`src/rtl/fetch_stage.sv`:
```
// fetch_stage: instruction-fetch stage with program counter and IF/ID register.
//
// Drives the current PC to a combinational instruction memory and registers the
// returned word together with PC+4 into the IF/ID pipeline register.
//
// Ports:
//   clk             rising-edge clock
//   rst_n           synchronous active-low reset
//   freeze_in       hazard stall: holds the PC and the IF/ID register
//   branch_taken_in redirect the PC to branch_addr_in (word aligned)
//   branch_addr_in  byte address of the branch target
//   flush_in        kill the instruction being loaded into IF/ID
//   inst_in         instruction word for imem_addr_out (same cycle)
//   imem_addr_out   current PC, bits [1:0] always zero
//   pc_out          IF/ID PC+4 of the held instruction
//   inst_out        IF/ID instruction
//   valid_out       IF/ID holds a live instruction
//   fetch_cnt_out   fetched-instruction count (0 unless FETCH_PERF_CNT_EN)
//   stall_cnt_out   stall-cycle count (0 unless FETCH_PERF_CNT_EN)
//
// Handshake: there is no back-pressure. valid_out qualifies inst_out/pc_out
// in every cycle; freeze_in is the only hold mechanism and it is obeyed on
// the same edge it is sampled.
//
// Optional feature: define FETCH_PERF_CNT_EN to build the two performance
// counters; otherwise both counter outputs are tied to zero.
module fetch_stage (
    input  logic        clk,
    input  logic        rst_n,
    input  logic        freeze_in,
    input  logic        branch_taken_in,
    input  logic [31:0] branch_addr_in,
    input  logic        flush_in,
    input  logic [31:0] inst_in,
    output logic [31:0] imem_addr_out,
    output logic [31:0] pc_out,
    output logic [31:0] inst_out,
    output logic        valid_out,
    output logic [31:0] fetch_cnt_out,
    output logic [31:0] stall_cnt_out
);

    logic [31:0] pc_q,    pc_d;
    logic [31:0] ifid_pc_q,   ifid_pc_d;
    logic [31:0] ifid_inst_q, ifid_inst_d;
    logic        ifid_valid_q, ifid_valid_d;
    logic [31:0] pc_plus4;
    logic        load_ifid;

    // Wraps naturally modulo 2^32.
    assign pc_plus4 = pc_q + 32'd4;

    // A live instruction enters IF/ID only when nothing squashes or holds it.
    assign load_ifid = !branch_taken_in && !flush_in && !freeze_in;

    always_comb begin
        pc_d = pc_q;
        if (branch_taken_in) begin
            // Branch wins over freeze so a redirect is never lost to a stall.
            pc_d = {branch_addr_in[31:2], 2'b00};
        end else if (!freeze_in) begin
            pc_d = pc_plus4;
        end
    end

    always_comb begin
        ifid_pc_d    = ifid_pc_q;
        ifid_inst_d  = ifid_inst_q;
        ifid_valid_d = ifid_valid_q;
        if (branch_taken_in || flush_in) begin
            ifid_pc_d    = 32'd0;
            ifid_inst_d  = 32'd0;
            ifid_valid_d = 1'b0;
        end else if (!freeze_in) begin
            ifid_pc_d    = pc_plus4;
            ifid_inst_d  = inst_in;
            ifid_valid_d = 1'b1;
        end
    end

    always_ff @(posedge clk) begin
        if (!rst_n) begin
            pc_q         <= 32'd0;
            ifid_pc_q    <= 32'd0;
            ifid_inst_q  <= 32'd0;
            ifid_valid_q <= 1'b0;
        end else begin
            pc_q         <= pc_d;
            ifid_pc_q    <= ifid_pc_d;
            ifid_inst_q  <= ifid_inst_d;
            ifid_valid_q <= ifid_valid_d;
        end
    end

    assign imem_addr_out = pc_q;
    assign pc_out        = ifid_pc_q;
    assign inst_out      = ifid_inst_q;
    assign valid_out     = ifid_valid_q;

`ifdef FETCH_PERF_CNT_EN
    logic [31:0] fetch_cnt_q, fetch_cnt_d;
    logic [31:0] stall_cnt_q, stall_cnt_d;

    always_comb begin
        fetch_cnt_d = fetch_cnt_q;
        stall_cnt_d = stall_cnt_q;
        if (load_ifid) begin
            fetch_cnt_d = fetch_cnt_q + 32'd1;
        end
        // A branch during a freeze is a redirect, not a stall cycle.
        if (freeze_in && !branch_taken_in) begin
            stall_cnt_d = stall_cnt_q + 32'd1;
        end
    end

    always_ff @(posedge clk) begin
        if (!rst_n) begin
            fetch_cnt_q <= 32'd0;
            stall_cnt_q <= 32'd0;
        end else begin
            fetch_cnt_q <= fetch_cnt_d;
            stall_cnt_q <= stall_cnt_d;
        end
    end

    assign fetch_cnt_out = fetch_cnt_q;
    assign stall_cnt_out = stall_cnt_q;
`else
    assign fetch_cnt_out = 32'd0;
    assign stall_cnt_out = 32'd0;
`endif

endmodule

```
`config.mk`:
```
export PLATFORM = sky130hd
export DESIGN_NAME = fetch_stage
export DESIGN_NICKNAME = d
export VERILOG_FILES = /design/src/rtl/fetch_stage.sv
export SDC_FILE = /design/constraint.sdc
export NUM_CORES = 1
export LEC_CHECK = 0
export CAP_MARGIN = 20
export CORE_MARGIN = 5
export CORE_UTILIZATION = 30
export CTS_BUF_LIST = sky130_fd_sc_hd__clkbuf_2
export CTS_CLUSTER_DIAMETER = 30
export CTS_CLUSTER_SIZE = 12
export DETAILED_ROUTE_END_ITERATION = 12
export PLACE_DENSITY = 0.73
export RECOVER_POWER = 100
export SYNTH_ARGS = -nofsm -noshare
export SYNTH_HDL_FRONTEND = slang
export SYNTH_SLANG_ARGS = --single-unit
```
`constraint.sdc`:
```
create_clock -name clk -period 2.6 [get_ports clk]
set_input_delay 0.52 -clock clk [delete_from_list [all_inputs] [get_ports clk]]
set_output_delay 0.52 -clock clk [all_outputs]
set_load 0.1 [all_outputs]
```
==> results.toml <==
[drt]
drt_iter0_markers = 139
drc_errors = 0
wirelength_met1_mm = 5.62
drt-vias-per-instance = 4.41
routed.top_layer = "met4"
wl_met2_mm = 6.45
postRouteAntennaNets = 0
vias = 4043
wl_met3_mm = 1.30
firstDrtPassIters = 6
wire_per_inst_um = 14.9
wl_mm = 13.7

[floorplan]
initial_utilization_pct = 30.3
dieWidth_um = 136
ioPinCount = 230
fp.dieH_um = 136
core_um2 = 15800
rows = 46
die_area_um2 = 18600

[clock_network]
path_clk_slew_ns = 0.24
clock-sinks = 93
cts_hold_buf = 0
htree_levels = 3
cts_tree = "done"
post_cts_buffers = 0
worstSkewPairLatency_ns = 0.58
clock_path_buffers = 2
cts_made_buffers = 9
cts_root_buffer = "clkbuf_2"
ctsResizeCount = 0

[placement]
place_ws_ns = 0.466
numPortBuffers = 159
place_hpwl_mm = 10.5
dp.cells = 900
placedInstanceArea_um2 = 6080
place.gp.congestion = 0.828

[run_status]
status = "completed"

[cells_and_area]
drive_gt1_share_pct = 17.9
final_cells = 916
final_area_um2 = 5900
fin_nets = 765
antenna_cells = 0
syn2layout_area_growth_pct = 23.3

[logic_synthesis]
ys_seq_area_share_pct = 38.9
ys_types = 39
synth-async-reset-ratio_pct = 0
synth_area_per_cell_um2 = 8.67
synthCells = 552
ys_warn_count = 0
synth_area_um2 = 4780
synth_top_flop_cell = "dfxtp_1"
yosys_register_bits = 93
synth-edff-count = 0

[power_and_ir_drop]
pwr-share-clk_pct = 21.0
ir_drop_uv = 245
finalPower_w = 0.00345
pwr_density_cell_nw_per_um2 = 585
p_leak_nw = 2.50
combinationalPowerShare_pct = 34.0
switching_share_pct = 44.5
pwr-share-seq_pct = 45.0
intPower_w = 0.00191
switchingPower_w = 0.00153

[critical_path]
critical_path_buf_inv_count = 1
worstPathArrival_ns = 1.77
crit_family = "flip-flops"
worstSetupPathType = "reg -> out"
crit_required_ns = 2.08
crit_chain = "clkbuf_2"
cpPeakStageDelay_ns = 0.64
path_max_fanout = 8
cpMaxStageDelayCell = "dfxtp_1"
cp-end-kind = "output port"
start_kind = "register"

[hold_path]
hold_path_class = "in -> reg"

[sta]
slew_headroom_pct = 31.1
finalWorstSetupSlack_ns = 0.314
rsz0062_at_grt = "false"
final_max_slew_viol_count = 0
max_freq_ghz = 0.437
setup_viol = 0
tightest_slew_ns = 1.03
finClkSkew_ns = 0.0232
hold_violations = 0
fin_tns_setup_ns = 0
fin_crit_ns = 2.29
period_share_pct = 87.9

[grt]
gr-usage-all-layers_pct = 14.3
antenna_found_initial = 0
grt_first_pass_wirelength_mm = 20.6
grt_pass1_vias = 3867
grt_max_degree = 42
grt-ovfl-total = 0

[job]
maxCapViolations = 0
synth_stat cells (all sizes together) (5+ instances only):
library cell	n	area (um2)
nor4	6	56.3
clkbuf	19	71.3
and3	5	31.3
nor3	7	45.0
xor2	26	228
nand2	27	101
buf	86	609
and4	7	66.3
dfxtp	93	1860
mux2i	36	360
nand3	16	92.6
xnor2	28	245
a21oi	51	255
o21ai	46	230
nor2	65	246
nand4	12	126
cell usage in the layout, fill, tap and decap left out, types with 26 or more instances in the layout:
| cell | netlist | final |
|---|---|---|
| xnor2_1 | 28 | 28 |
| clkbuf_2 | 0 | 104 |
| clkdlybuf4s50_1 | 0 | 64 |
| nand2_1 | 27 | 27 |
| a21oi_1 | 51 | 51 |
| dfxtp_1 | 93 | 93 |
| conb_1 | 1 | 68 |
| xor2_1 | 26 | 26 |
| o21ai_0 | 46 | 46 |
| mux2i_1 | 36 | 36 |
| nor2_1 | 64 | 65 |
kinds of logic after synthesis:
group,count (synthesis),share of synthesized area [%]
muxes,36,7.53
other,1,0.0784
AOI/OAI and AO/OA,104,11.5
xor gates and xnor gates,54,9.89
and+or+nand+nor,154,17.3
adders and majority gates,1,0.262
buffers and inverters,109,14.5
DFF,93,38.9
per-stage QoR:
| step | util, % | hold slack (ns) |
|---|---|---|
| floorplan | - | 0.658 |
| global placement | 38.5 | 0.453 |
| detailed placement | 38.5 | 0.454 |
| CTS | 39.2 | 0.391 |
| global route | 37.4 | 0.422 |
| finish | 37.4 | 0.478 |
routing by layer:
layer / vias to the layer above / track usage, %
met5: - / 0
met2: 162 / 23.3
met3: 18 / 5.07
met4: 0 / 6.10
met1: 1843 / 17.1
li1: 2020 / -
worst paths after layout:
path / start / end / slack, ns / cells after the start
max: imem_addr_out[18] / imem_addr_out[18] / 0.31 / 1
min: branch_addr_in[2] / imem_addr_out[2] / 0.48 / 3
max reg2reg: imem_addr_out[5] / imem_addr_out[31] / 0.48 / 5
min reg2reg: pc_out[4] / pc_out[4] / 0.49 / 2
power by group through the flow:
stage | clock network (W) | logic (W) | registers [W]
5_1_grt | 0.000819 | 0.00122 | 0.00156
3_3_place_gp | 0 | 0.00120 | 0.00158
3_5_place_dp | 0 | 0.00121 | 0.00158
2_1_floorplan | 0 | 0.000699 | 0.00192
6_report | 0.000724 | 0.00117 | 0.00155
4_1_cts | 0.000761 | 0.00121 | 0.00155
final cells by class:
cell class	instances	area (um2)
repair buffers	170	1210
clock buffers	11	55.1
inverters	4	15.0
multi-input cells	417	2440
flip-flops and latches	93	1860
fillers	1709	9870
well taps	216	270
clock inverters	5	51.3
state kept, by name (all words and copies together) (netlist names):
name	cells
inst_out	32
imem_addr_out	30
pc_out	30
valid_out	1
(Power assumes the default switching activity.)
